`src/rtl/max7219_pkg.sv`:
```
// max7219_pkg
// Shared definitions for the MAX7219 display sequencer: register address
// constants, the sequencer and transmitter state enums, and the 16-bit
// command word layout {pad[15:12]=0, addr[11:8], data[7:0]}.
// No ports (package).
package max7219_pkg;

    localparam logic [3:0] REG_NOOP      = 4'h0;
    localparam logic [3:0] REG_DIGIT0    = 4'h1;
    localparam logic [3:0] REG_DECODE    = 4'h9;
    localparam logic [3:0] REG_INTENSITY = 4'hA;
    localparam logic [3:0] REG_SCANLIM   = 4'hB;
    localparam logic [3:0] REG_SHUTDOWN  = 4'hC;
    localparam logic [3:0] REG_TEST      = 4'hF;

    localparam int unsigned INIT_LEN = 6;

    typedef enum logic [2:0] {
        ST_RESET_WAIT,
        ST_INIT,
        ST_IDLE,
        ST_SEND_INT,
        ST_SEND_ROW
    } seq_state_t;

    typedef enum logic [1:0] {
        TX_IDLE,
        TX_SHIFT,
        TX_GAP
    } tx_phase_t;

    typedef struct packed {
        logic [3:0] pad;
        logic [3:0] addr;
        logic [7:0] data;
    } word_t;

    function automatic word_t make_word(input logic [3:0] addr, input logic [7:0] data);
        word_t w;
        w.pad  = 4'h0;
        w.addr = addr;
        w.data = data;
        return w;
    endfunction

endpackage

```
`src/rtl/max7219_sequencer_if.sv`:
```
// max7219_sequencer_if
// Bundles the fabric-side frame-buffer write bus and intensity input with the
// MAX7219 pin outputs and status flags.
//   wr_en/wr_addr/wr_data : frame-buffer row write (fabric -> sequencer)
//   intensity             : brightness level, sampled every cycle
//   dout/ce/clockout      : DIN / LOAD / CLK pins (sequencer -> display)
//   init_done/busy        : status (sequencer -> fabric)
// Modports: master = fabric side, slave = sequencer side.
interface max7219_sequencer_if;
    logic       wr_en;
    logic [2:0] wr_addr;
    logic [7:0] wr_data;
    logic [3:0] intensity;
    logic       dout;
    logic       ce;
    logic       clockout;
    logic       init_done;
    logic       busy;

    modport master (
        output wr_en, wr_addr, wr_data, intensity,
        input  dout, ce, clockout, init_done, busy
    );

    modport slave (
        input  wr_en, wr_addr, wr_data, intensity,
        output dout, ce, clockout, init_done, busy
    );
endinterface

```
`src/rtl/max7219_spi_tx.sv`:
```
// max7219_spi_tx
// Serialises one 16-bit command word MSB first onto dout/clockout, framed by
// ce (LOAD) low. Each bit: clockout low CLK_DIV cycles, then high CLK_DIV
// cycles; dout changes only at the start of the low half. After the last bit
// ce returns high and the transmitter stays unavailable for CLK_DIV cycles.
//   clk, rst_n : clock, asynchronous active-low reset
//   start      : issue word (accepted only while ready=1)
//   word       : command word, latched when start is accepted
//   ready      : transmitter idle, may accept start this cycle
//   done       : last cycle of the post-word ce-high gap
//   dout, ce, clockout : registered pin outputs
module max7219_spi_tx
    import max7219_pkg::*;
#(
    parameter int unsigned CLK_DIV = 4
) (
    input  logic  clk,
    input  logic  rst_n,
    input  logic  start,
    input  word_t word,
    output logic  ready,
    output logic  done,
    output logic  dout,
    output logic  ce,
    output logic  clockout
);

    localparam logic [8:0] HALF = 9'(CLK_DIV);
    localparam logic [8:0] FULL = 9'(2 * CLK_DIV);

    tx_phase_t   phase, phase_n;
    logic [15:0] shreg, shreg_n;
    logic [8:0]  tick, tick_n;
    logic [3:0]  bit_cnt, bit_cnt_n;
    logic        dout_q, dout_n;
    logic        ce_q, ce_n;
    logic        clk_q, clk_n;

    always_ff @(posedge clk or negedge rst_n) begin
        if (!rst_n) begin
            phase   <= TX_IDLE;
            shreg   <= '0;
            tick    <= '0;
            bit_cnt <= '0;
            dout_q  <= 1'b0;
            ce_q    <= 1'b1;
            clk_q   <= 1'b0;
        end else begin
            phase   <= phase_n;
            shreg   <= shreg_n;
            tick    <= tick_n;
            bit_cnt <= bit_cnt_n;
            dout_q  <= dout_n;
            ce_q    <= ce_n;
            clk_q   <= clk_n;
        end
    end

    always_comb begin
        phase_n   = phase;
        shreg_n   = shreg;
        tick_n    = tick;
        bit_cnt_n = bit_cnt;
        dout_n    = dout_q;
        ce_n      = ce_q;
        clk_n     = clk_q;
        unique case (phase)
            TX_IDLE: begin
                if (start) begin
                    phase_n   = TX_SHIFT;
                    shreg_n   = word;
                    dout_n    = word[15];
                    ce_n      = 1'b0;
                    clk_n     = 1'b0;
                    tick_n    = '0;
                    bit_cnt_n = '0;
                end
            end
            TX_SHIFT: begin
                tick_n = tick + 9'd1;
                if (tick == HALF - 9'd1) begin
                    clk_n = 1'b1;
                end
                // End of a bit period: drop the clock and present the next bit,
                // or close the frame after bit 0.
                if (tick == FULL - 9'd1) begin
                    tick_n = '0;
                    clk_n  = 1'b0;
                    if (bit_cnt == 4'd15) begin
                        phase_n = TX_GAP;
                        ce_n    = 1'b1;
                        dout_n  = 1'b0;
                    end else begin
                        bit_cnt_n = bit_cnt + 4'd1;
                        shreg_n   = {shreg[14:0], 1'b0};
                        dout_n    = shreg[14];
                    end
                end
            end
            TX_GAP: begin
                tick_n = tick + 9'd1;
                if (tick == HALF - 9'd1) begin
                    tick_n  = '0;
                    phase_n = TX_IDLE;
                end
            end
            default: phase_n = TX_IDLE;
        endcase
    end

    assign ready    = (phase == TX_IDLE);
    assign done     = (phase == TX_GAP) && (tick == HALF - 9'd1);
    assign dout     = dout_q;
    assign ce       = ce_q;
    assign clockout = clk_q;

endmodule

```
`src/rtl/max7219_sequencer.sv`:
```
// max7219_sequencer
// Drives one MAX7219 8x8 matrix: runs the six-word power-up configuration,
// then sends intensity changes (first priority) and dirty frame-buffer rows
// (lowest row first). Buffer writes never stall.
//   clk, rst_n : clock, asynchronous active-low reset
//   bus        : max7219_sequencer_if.slave
//                wr_en/wr_addr/wr_data, intensity in;
//                dout/ce/clockout, init_done, busy out
// Parameters: CLK_DIV (cycles per clockout half period, 2..255),
//             SCAN_LIMIT (value for register 0x0B).
module max7219_sequencer
    import max7219_pkg::*;
#(
    parameter int unsigned CLK_DIV    = 4,
    parameter int unsigned SCAN_LIMIT = 7
) (
    input  logic                 clk,
    input  logic                 rst_n,
    max7219_sequencer_if.slave   bus
);

    seq_state_t state, state_n;
    logic [2:0] init_idx, init_idx_n;
    logic [3:0] shadow, shadow_n;
    logic       done_q, done_n;
    logic [7:0] frame [8];
    logic [7:0] dirty;

    logic       tx_start;
    word_t      tx_word;
    logic       tx_ready;
    logic       tx_done;
    logic       row_issue;
    logic [2:0] row_sel;
    word_t      init_word;

    max7219_spi_tx #(
        .CLK_DIV (CLK_DIV)
    ) u_tx (
        .clk      (clk),
        .rst_n    (rst_n),
        .start    (tx_start),
        .word     (tx_word),
        .ready    (tx_ready),
        .done     (tx_done),
        .dout     (bus.dout),
        .ce       (bus.ce),
        .clockout (bus.clockout)
    );

    always_comb begin
        row_sel = '0;
        for (int unsigned i = 8; i > 0; i--) begin
            if (dirty[i-1]) begin
                row_sel = 3'(i - 1);
            end
        end
    end

    always_comb begin
        unique case (init_idx)
            3'd0:    init_word = make_word(REG_SHUTDOWN, 8'h00);
            3'd1:    init_word = make_word(REG_TEST, 8'h00);
            3'd2:    init_word = make_word(REG_DECODE, 8'h00);
            3'd3:    init_word = make_word(REG_SCANLIM, 8'(SCAN_LIMIT));
            3'd4:    init_word = make_word(REG_INTENSITY, {4'h0, bus.intensity});
            3'd5:    init_word = make_word(REG_SHUTDOWN, 8'h01);
            default: init_word = '0;
        endcase
    end

    always_ff @(posedge clk or negedge rst_n) begin
        if (!rst_n) begin
            state    <= ST_RESET_WAIT;
            init_idx <= '0;
            shadow   <= '0;
            done_q   <= 1'b0;
        end else begin
            state    <= state_n;
            init_idx <= init_idx_n;
            shadow   <= shadow_n;
            done_q   <= done_n;
        end
    end

    always_comb begin
        state_n    = state;
        init_idx_n = init_idx;
        shadow_n   = shadow;
        done_n     = done_q;
        tx_start   = 1'b0;
        tx_word    = '0;
        row_issue  = 1'b0;
        unique case (state)
            ST_RESET_WAIT: begin
                state_n    = ST_INIT;
                init_idx_n = '0;
            end
            ST_INIT: begin
                if (init_idx < 3'(INIT_LEN)) begin
                    if (tx_ready) begin
                        tx_start   = 1'b1;
                        tx_word    = init_word;
                        init_idx_n = init_idx + 3'd1;
                        // The intensity sent during init becomes the shadow so
                        // it is not re-sent once idle.
                        if (init_idx == 3'd4) begin
                            shadow_n = bus.intensity;
                        end
                    end
                end else if (tx_done) begin
                    // Leave init in the cycle the sixth word's gap ends so the
                    // first scheduled word can start back-to-back.
                    state_n = ST_IDLE;
                    done_n  = 1'b1;
                end
            end
            ST_IDLE: begin
                if (tx_ready) begin
                    if (bus.intensity != shadow) begin
                        tx_start = 1'b1;
                        tx_word  = make_word(REG_INTENSITY, {4'h0, bus.intensity});
                        shadow_n = bus.intensity;
                        state_n  = ST_SEND_INT;
                    end else if (|dirty) begin
                        tx_start  = 1'b1;
                        tx_word   = make_word({1'b0, row_sel} + REG_DIGIT0, frame[row_sel]);
                        row_issue = 1'b1;
                        state_n   = ST_SEND_ROW;
                    end
                end
            end
            ST_SEND_INT, ST_SEND_ROW: begin
                if (tx_done) begin
                    state_n = ST_IDLE;
                end
            end
            default: state_n = ST_RESET_WAIT;
        endcase
    end

    // A write to the row being issued lands after the clear, so the row stays
    // dirty and its new data goes out on a later word.
    always_ff @(posedge clk or negedge rst_n) begin
        if (!rst_n) begin
            for (int unsigned i = 0; i < 8; i++) begin
                frame[i] <= '0;
            end
            dirty <= '1;
        end else begin
            if (row_issue) begin
                dirty[row_sel] <= 1'b0;
            end
            if (bus.wr_en) begin
                frame[bus.wr_addr] <= bus.wr_data;
                dirty[bus.wr_addr] <= 1'b1;
            end
        end
    end

    assign bus.init_done = done_q;
    assign bus.busy      = ~tx_ready;

endmodule

```
`src/flat_wrapper.sv`:
```
// flat-port wrapper written by rule: the top's interface ports become plain ports
module max7219_sequencer_flat import max7219_pkg::*;
#(
    parameter int unsigned CLK_DIV    = 4,
    parameter int unsigned SCAN_LIMIT = 7
)
  (clk, rst_n, bus_wr_en, bus_wr_addr, bus_wr_data, bus_intensity, bus_dout, bus_ce, bus_clockout, bus_init_done, bus_busy);
  max7219_sequencer_if bus_i ();
  input  logic clk;
  input  logic rst_n;
  input wire logic [$bits(bus_i.wr_en)-1:0] bus_wr_en;
  input wire logic [$bits(bus_i.wr_addr)-1:0] bus_wr_addr;
  input wire logic [$bits(bus_i.wr_data)-1:0] bus_wr_data;
  input wire logic [$bits(bus_i.intensity)-1:0] bus_intensity;
  output wire logic [$bits(bus_i.dout)-1:0] bus_dout;
  output wire logic [$bits(bus_i.ce)-1:0] bus_ce;
  output wire logic [$bits(bus_i.clockout)-1:0] bus_clockout;
  output wire logic [$bits(bus_i.init_done)-1:0] bus_init_done;
  output wire logic [$bits(bus_i.busy)-1:0] bus_busy;
  assign bus_i.wr_en = bus_wr_en;
  assign bus_i.wr_addr = bus_wr_addr;
  assign bus_i.wr_data = bus_wr_data;
  assign bus_i.intensity = bus_intensity;
  assign bus_dout = bus_i.dout;
  assign bus_ce = bus_i.ce;
  assign bus_clockout = bus_i.clockout;
  assign bus_init_done = bus_i.init_done;
  assign bus_busy = bus_i.busy;
  max7219_sequencer #(.CLK_DIV(CLK_DIV), .SCAN_LIMIT(SCAN_LIMIT)) u_core (.clk(clk), .rst_n(rst_n), .bus(bus_i));
endmodule
```
`config.mk`:
```
export PLATFORM = sky130hd
export DESIGN_NAME = max7219_sequencer_flat
export DESIGN_NICKNAME = d
export VERILOG_FILES = /design/src/rtl/max7219_pkg.sv /design/src/rtl/max7219_sequencer_if.sv /design/src/rtl/max7219_spi_tx.sv /design/src/rtl/max7219_sequencer.sv /design/src/flat_wrapper.sv
export SDC_FILE = /design/constraint.sdc
export NUM_CORES = 1
export LEC_CHECK = 0
export BUFFER_PORTS_ARGS = -buffer_cell sky130_fd_sc_hd__buf_2
export CORE_ASPECT_RATIO = 0.5
export CORE_UTILIZATION = 55
export CTS_BUF_LIST = sky130_fd_sc_hd__clkbuf_2 sky130_fd_sc_hd__clkbuf_4 sky130_fd_sc_hd__clkbuf_8
export DETAILED_ROUTE_END_ITERATION = 6
export PLACE_DENSITY = 0.79
export SYNTH_ARGS = -nofsm -noshare
export SYNTH_HDL_FRONTEND = slang
export SYNTH_SLANG_ARGS = --single-unit
```
`constraint.sdc`:
```
create_clock -name clk -period 5.8 [get_ports clk]
set_input_delay 1.45 -clock clk [delete_from_list [all_inputs] [get_ports clk]]
set_output_delay 1.45 -clock clk [all_outputs]
set_load 0.05 [all_outputs]
```
==> results.cfg, run 1 <==
[clocking]
post-cts-setup-buffers = 0
insertion_delay_ns = 0.47
cts_sinks = 116
cts.repair.resized = 0
numCtsBuffers = 17
cts_root_buf = clkbuf_8
path_clk_slew_ns = 0.08
cts_tree = done
holdBufCountCts = 0
clockBufferDepth = 2
h-tree-depth = 4

[critical_path]
r2r-end = u_core.u_tx.tick[7]
arrival_ns = 3.71
critPathCaptureType = register
path_class = primary input to register
slowest_delay_ns = 0.66
critPathMaxFanout = 11
r2r_cells = 7
cp_cell_sequence = buf_2, xor2_1, o41ai_1, nand4_1, o21ai_1, or2_1, o21ai_0
cpMaxStageDelayCell = o41ai_1
r2r_setup_slack_ns = 2.91
startpoint_type = primary input
reg2reg_from = u_core.u_tx.phase[1]
worst_ep_required_time_ns = 6.13

[cells_and_area]
nets = 589
n_antenna_cell = 0
stdcell_area_mm2 = 0.00649
drive_gt1_share_pct = 27.7
syn_to_final_growth_pct = 9.80
final_core_util_pct = 62.9

[route]
antenna_left = 0
viasPerCell = 6.20
drt-pass1-iter-count = 5
drtIter0Drc = 428
wl_per_cell_um = 19.5
drc = 0
totalWireLength_um = 13900
vias = 4425

[floorplan]
row_count = 26
die_w_um = 149
die_area_mm2 = 0.0112
coreArea_mm2 = 0.0103
fp.dieH_um = 75.3
io_pins = 23
initial_core_util_pct = 57.3

[worst_hold_path]
hold_path_class = register to register
holdPathStages = 2
worstHoldStart = u_core.u_tx.shreg[11]
whs_endpoint = u_core.u_tx.shreg[11]

[logic_synthesis]
dominantRegCellSynth = dfrtp_1
synth_edf_count = 0
syn_area_mm2 = 0.00591
synth_largest_area_cell = dfrtp_1
synth-seq-cells = 116
synth_commonest_cells = dfrtp_1 (107), mux2_2 (69), o21ai_0 (41)
ys_seq_area_share_pct = 49.3
yosys-top-cells-area = dfrtp_1 (45%), mux2_2 (13%), dfstp_2 (4.0%)
syn_inst = 543
syn_nets = 571
yosysWarnings = 0
synth_top_area_share_pct = 45.3
synth.avg_cell_area_um2 = 10.9
synth_most_common_cell = dfrtp_1
synth_cell_types = 71
synthArstFlopShare_pct = 100

[global_route]
grt_pass1_wl_um = 22300
antenna_found_initial = 0
grt_max_degree = 82
use_met2_pct = 44.9
track_usage_pct = 27.0
grt_pass1_vias = 4406
grt_overflow = 0
top_usage_layer = met2
grtUsageMet1_pct = 33.6
use_met3_pct = 8.32

[pwr]
p_leak_nw = 2.72
p_per_area_mw_per_mm2 = 297
vdd_drop_max_mv = 0.132

[timing]
fin_crit_sh_pct = 58.2
maxSlewViolCount = 0
holdWs_ns = 0.481
slew_headroom_pct = 29.4
period_needed_ns = 3.38
skew_ns = 0.0174
rsz0062_at_grt = false
worst_slew_pin_slew_ns = 1.05
setup_viol = 0
hold_viol_final = 0
max_freq_mhz = 296
fin_tns_setup_ns = 0

[placement]
routabilityCongestion = 0.884
dp_hpwl_um = 8530
port_buffers = 22
dpl-instance-area_mm2 = 0.00610

[run_status]
status = complete, no violations

[job]
maxCapViolations = 0
worst max path at each step:
| stage | from | endpoint |
|---|---|---|
| after floorplan | bus_intensity[1] | u_core.shadow[0] |
| after global placement | bus_intensity[1] | u_core.u_tx.shreg[4] |
| after detailed placement | bus_intensity[1] | u_core.u_tx.shreg[5] |
| after CTS | bus_intensity[1] | u_core.u_tx.shreg[5] |
| after global routing | bus_intensity[1] | u_core.u_tx.shreg[5] |
| final | bus_intensity[1] | u_core.u_tx.tick[6] |
final cells by class:
type,instances,area [µm²]
Tap cell,140,175
Fill cell,800,3820
Clock inverter,15,156
Clock buffer,17,234
Sequential cell,116,2910
Multi-Input combinational cell,389,2830
Inverter,12,45.0
Timing Repair Buffer,25,135
layout by cell type, fill, tap and decap left out, drive strengths merged, types with 5 or more instances in the layout:
cell type,netlist,final
dfrtp,107,107
mux2,69,69
o21ai,43,43
nand2,39,39
nor2,38,38
buf,11,25
a21oi,24,24
clkbuf,15,17
inv,12,15
o22ai,14,14
o31ai,11,11
nand2b,10,10
ha,10,10
dfstp,9,9
nor3,9,9
nor2b,7,7
nand3,7,7
a2111oi,7,7
o221a,7,7
a21o,6,6
a22o,6,6
or3,6,6
and3,5,5
mux2i,5,5
clkinvlp,0,5
clkinv,0,5
metal layers:
metal | vias up | routed length, µm | share of wire [%]
li1 | 2064 | - | -
met1 | 2174 | 6210 | 45
met2 | 162 | 6610 | 47
met3 | 25 | 903 | 6.5
met4 | 0 | 211 | 1.5
met5 | - | 0 | 0
stage by stage:
step	std cells	total power, W	setup slack, ns
4_1_cts	714	0.00193	2.48
3_5_place_dp	682	0.00118	2.01
3_3_place_gp	682	0.00116	2.08
2_1_floorplan	543	0.00110	2.85
6_report	714	0.00193	2.42
5_1_grt	714	0.00200	2.23
worst max-delay path: cells and delay by family:
family / cells / cell delay, ns
xor+xnor: 1 / 0.16
simple gates: 2 / 0.71
buf+inv: 1 / 0.12
compound gates: 3 / 1.27
registers in the layout, summed over array words and instances (netlist names):
| register | flops |
|---|---|
| u_core.init_idx | 3 |
| u_core.bus.init_done | 1 |
| u_core.state | 3 |
| u_core.u_tx.phase | 2 |
| u_core.u_tx.tick | 9 |
| u_core.u_tx.bit_cnt | 4 |
| u_core.frame | 64 |
| u_core.u_tx.clockout | 1 |
| u_core.dirty | 8 |
| u_core.u_tx.ce | 1 |
| u_core.u_tx.shreg | 15 |
| u_core.u_tx.dout | 1 |
| u_core.shadow | 4 |
logic make-up (layout without fill, tap and decap cells):
kind of cell	after synthesis	after routing	synth area share [%]
and+or+nand+nor	150	150	13.7
AOI/OAI and AO/OA	149	149	17.2
DFF	116	116	49.3
muxes	74	74	14.0
buffers and inverters	38	69	2.82
adders and majority gates	10	10	2.12
xor gates and xnor gates	6	6	0.889
power by group:
| group | internal, W | switching (W) | leakage (nW) | total (W) |
|---|---|---|---|---|
| Sequential | 0.000912 | 0.0000582 | 1.42 | 0.000971 |
| Clock | 0.000383 | 0.000373 | 0.185 | 0.000756 |
| Combinational | 0.000110 | 0.0000906 | 1.11 | 0.000201 |
| Total | 0.00140 | 0.000522 | 2.72 | 0.00193 |
Note: power is estimated with default switching activity, not from simulation.
==> run 2: changes to the inputs <==
- PLACE_DENSITY: 0.79 -> 0.82
- clock period: 5.8 -> 3.1 ns (I/O delays scaled with it)
==> run 2 against run 1 <==
Clock-buffer cell count unchanged. Global-route usage up 0.47 points. Combinational power up 90%. Largest power group unchanged. Register-to-register slack worse by 2.3 ns. Largest cell class unchanged.
==> results.cfg, run 2 (synthesis results as in run 1) <==
[route]
drt-pass1-iter-count = 5
viasPerCell = 6.23
wl_per_cell_um = 19.0
met1_length_um = 6360
antenna_left = 0
drtIter0Drc = 323
met2_wirelength_um = 6550
totalWireLength_um = 13900
drc = 0
vias = 4578
met3WireLength_um = 839
highest_layer = met4

[clocking]
post-cts-setup-buffers = 0
cts_tree = done
clockBufferDepth = 2
h-tree-depth = 4
path_clk_slew_ns = 0.08
holdBufCountCts = 0
cts_root_buf = clkbuf_8
numCtsBuffers = 17
insertion_delay_ns = 0.46
cts_sinks = 116
cts.repair.resized = 0

[placement]
dp_hpwl_um = 9160
dp_slack_ns = 0.187
port_buffers = 22
routabilityCongestion = 0.875
placed_cells = 703

[timing]
maxSlewViolCount = 0
slew_headroom_pct = 49.0
setup_viol = 0
rsz0062_at_grt = false
max_freq_mhz = 392
fin_crit_sh_pct = 82.3
period_needed_ns = 2.55
holdWs_ns = 0.330
setup_ws_ns = 0.548
worst_slew_pin_slew_ns = 0.759
fin_tns_setup_ns = 0
skew_ns = 0.00985
hold_viol_final = 0

[cells_and_area]
drive_gt1_share_pct = 30.3
n_antenna_cell = 0
layoutNonFillerInstCount = 735
syn_to_final_growth_pct = 13.7
largest_reg_flops = 64
final_common_cell = dfrtp_1
nFillCells = 822
regMostFlops = u_core.frame
layout_common_cells = dfrtp_1 (107), mux2_2 (69), o21ai_0 (41)
nets = 610
reg.largest.list = u_core.frame: 64 flops, u_core.u_tx.shreg: 15 flops, u_core.u_tx.tick: 9 flops

[critical_path]
cpMaxStageDelayCell = dfrtp_1
critPathCaptureType = primary output
cpMostUsedCell = inv_1
cpLargestDelayFamily = buffers and inverters
arrival_ns = 1.78
slowest_delay_ns = 0.36
r2r_cells = 7
path_depth = 5
startpoint_type = register
critPathMaxFanout = 11
path_class = register to primary output
worst_ep_required_time_ns = 2.32
path_buf_inv = 4
cp_cell_sequence = inv_1, ha_1, buf_4, inv_1, buf_2

[global_route]
grt_pass1_vias = 4504
antenna_found_initial = 1
grt_overflow = 0
grt_max_degree = 50
grt_pass1_wl_um = 22900
track_usage_pct = 27.4

[pwr]
vdd_drop_max_mv = 0.331
p_per_area_mw_per_mm2 = 569
p_leak_nw = 2.87

[floorplan]
coreArea_mm2 = 0.0103
row_count = 26
die_area_mm2 = 0.0112
fp.dieH_um = 75.3
initial_core_util_pct = 57.3
io_pins = 23
die_w_um = 149

[run_status]
status = complete, no violations

[worst_hold_path]
hold_path_class = primary input to async pin

[job]
maxCapViolations = 0
## run 2: changes by cell type in the layout (fill, tap and decap cells not counted), sizes merged
cell | previous run | this run
bufinv | 2 | 4
buf | 25 | 46
clkinvlp | 5 | 1
inv | 15 | 19
clkinv | 5 | 3
## run 2: final cells by class
class	count	area [µm²]	area share [%]
Clock inverter	15	218	3.24
Clock buffer	17	234	3.48
Multi-Input combinational cell	389	2830	42.1
Tap cell	140	175	2.61
Sequential cell	116	2910	43.4
Timing Repair Buffer	46	305	4.54
Inverter	12	45.0	0.670
## run 2: through the flow
| step | util [%] | power [W] | instance area [µm²] |
|---|---|---|---|
| global placement | 60.8 | 0.00219 | 6270 |
| detailed placement | 60.8 | 0.00222 | 6270 |
| floorplan | - | 0.00207 | 5910 |
| global route | 65.2 | 0.00396 | 6720 |
| CTS | 65.2 | 0.00383 | 6720 |
| finish | 65.2 | 0.00382 | 6720 |
## run 2: worst paths after layout
| kind | start | to | slack (ns) |
|---|---|---|---|
| min in group clk | u_core.u_tx.shreg[10] | u_core.u_tx.shreg[10] | 0.48 |
| max in group asynchronous | rst_n | u_core.frame[1] | 2.03 |
| min | rst_n | u_core.u_tx.tick[5] | 0.33 |
| max reg2reg | u_core.dirty[3] | u_core.u_tx.shreg[0] | 0.64 |
| min reg2reg | u_core.u_tx.shreg[10] | u_core.u_tx.shreg[10] | 0.48 |
| max | u_core.u_tx.phase[0] | bus_busy | 0.55 |
## run 2: report_power, final
part           total (W)  leakage (nW)  internal [W]  switching, W
clock            0.00162         0.225      0.000899      0.000726
sequential       0.00182          1.42       0.00171      0.000109
combinational   0.000382          1.22      0.000215      0.000168
## run 2: layer usage
layer,GRT usage [%],up-vias
met5,0,-
met4,9.85,0
met3,9.22,23
met2,44.5,123
met1,35.1,2314
li1,-,2118
==> run 3: changes to the inputs <==
- clock period: 3.1 -> 2.3 ns (I/O delays scaled with it)
==> run 3 against run 2 <==
Critical endpoint is now u_core.u_tx.shreg[0]. First-iteration DRC count is 23% higher. Cell area grew 3.1%. Sequential power grew 35%. Worst setup slack worse by 0.52 ns. Global-route usage is 0.21 points lower. Register-to-register slack worse by 0.61 ns. Total power is 26% higher. Flip-flop and latch count did not move. Die area did not move. Wire length is 1.1% higher.
==> results.cfg, run 3 (synthesis results as in run 1) <==
[critical_path]
path_buf_inv = 1
path_class = register to register
cpMaxStageDelayCell = nor4_1
critPathCaptureType = register
reg2reg_from = u_core.dirty[4]
r2r_setup_slack_ns = 0.03
worst_ep_required_time_ns = 2.60
cpLargestDelayFamily = compound AO/OA/AOI/OAI gates
critPathLaunch = u_core.dirty[4]
arrival_ns = 2.58
startpoint_type = register
slowest_delay_ns = 0.57
critPathMaxFanout = 6
cp_cell_sequence = nor4_1, buf_4, nand2_1, o22ai_1, a211oi_1, a2111oi_0, o21ai_0

[route]
wl_per_cell_um = 18.5
totalWireLength_um = 14100
drt-pass1-iter-count = 6
vias = 4711
drc = 0
antenna_left = 0
viasPerCell = 6.18
drtIter0Drc = 398

[timing]
maxSlewViolCount = 0
setup_ws_ns = 0.0285
skew_ns = 0.0136
slew_headroom_pct = 59.1
hold_viol_final = 0
holdWs_ns = 0.415
max_freq_mhz = 440
worst_slew_pin_slew_ns = 0.608
period_needed_ns = 2.27
fin_crit_sh_pct = 98.8
setup_viol = 0

[clocking]
h-tree-depth = 4
path_clk_slew_ns = 0.08
cts_root_buf = clkbuf_8
insertion_delay_ns = 0.45
cts_sinks = 116
cts_tree = done
numCtsBuffers = 17
clockBufferDepth = 2

[pwr]
p_leak_nw = 2.99
vdd_drop_max_mv = 0.354
p_per_area_mw_per_mm2 = 695

[global_route]
grt_pass1_wl_um = 22800
grt_overflow = 0
track_usage_pct = 27.2
antenna_found_initial = 0
grt_pass1_vias = 4576
grt_max_degree = 46

[job]
maxCapViolations = 0

[placement]
routabilityCongestion = 0.886
dp_hpwl_um = 9280
port_buffers = 22
dp_slack_ns = -0.0115
placed_cells = 726

[cells_and_area]
largest_reg_flops = 64
drive_gt1_share_pct = 34.6
syn_to_final_growth_pct = 17.3
nets = 637
final_common_cell = dfrtp_1
layout_common_cells = dfrtp_1 (107), mux2_2 (69), buf_4 (48)
regMostFlops = u_core.frame
layoutNonFillerInstCount = 762
reg.largest.list = u_core.frame: 64 flops, u_core.u_tx.shreg: 15 flops, u_core.u_tx.tick: 9 flops
nFillCells = 761
n_antenna_cell = 0

[floorplan]
fp.dieH_um = 75.3
die_w_um = 149
coreArea_mm2 = 0.0103
initial_core_util_pct = 57.3
die_area_mm2 = 0.0112
row_count = 26
io_pins = 23

[worst_hold_path]
worstHoldStart = bus_intensity[2]
hold_path_class = primary input to register

[run_status]
status = complete, no violations
## run 3: changes by cell type in the layout (fill, tap and decap cells not counted), sizes merged
cell,before,now
buf,46,72
clkinv,3,8
bufinv,4,1
inv,19,16
clkinvlp,1,2
dlygate4sd3,0,1
## run 3: cell type report
cell class / instances / area [µm²] / area share, %
Clock inverter: 15 / 146 / 2.11
Timing Repair Buffer: 73 / 542 / 7.82
Multi-Input combinational cell: 389 / 2870 / 41.4
Tap cell: 140 / 175 / 2.53
Sequential cell: 116 / 2910 / 42.0
Inverter: 12 / 48.8 / 0.704
Clock buffer: 17 / 234 / 3.38
## run 3: worst paths after layout
check                                         to  cells past startpoint
max                         u_core.u_tx.shreg[0]                      7
min                             u_core.shadow[2]                      2
max reg2reg                 u_core.u_tx.shreg[0]                      7
min reg2reg                u_core.u_tx.shreg[10]                      2
max in group asynchronous         u_core.u_tx.ce                      3
min in group asynchronous     u_core.init_idx[1]                      2
## run 3: stage by stage
| stage | instance area, µm² | util (%) | total power, W | TNS [ns] |
|---|---|---|---|---|
| final | 6930 | 67.2 | 0.00482 | 0 |
| after floorplan | 5910 | - | 0.00279 | 0 |
| after detailed placement | 6470 | 62.7 | 0.00300 | -0.0431 |
| after global routing | 6930 | 67.2 | 0.00501 | -0.0842 |
| after global placement | 6470 | 62.7 | 0.00296 | 0 |
| after CTS | 6860 | 66.5 | 0.00481 | 0 |
## run 3: worst register-to-register path: cells and delay by family (launching register included)
family	cells	cell delay [ns]
flip-flops	1	0.40
AND/OR/NAND/NOR	2	0.64
AO/OA/AOI/OAI	4	0.86
buffers and inverters	1	0.24
## run 3: repair_timing
| item | in CTS | in global routing |
|---|---|---|
| gates resized for setup | 1 | 14 |
| hold endpoints to repair | 8 | 0 |
| hold buffers | 1 | 0 |
| setup endpoints to repair | 2 | 20 |
| pin swaps | 1 | 2 |
| buffers inserted | 0 | 3 |
## run 3: per-layer routing
layer | share of wire [%] | track usage, %
met2 | 47 | 44.9
met1 | 45 | 34.8
met3 | 5.7 | 7.25
met5 | 0 | 0
met4 | 1.8 | 11.9
## run 3: report_power, final
part	leakage (nW)	switching [W]	internal, W
clock	0.193	0.000941	0.000877
sequential	1.42	0.000152	0.00230
combinational	1.37	0.000237	0.000310
total	2.99	0.00133	0.00349
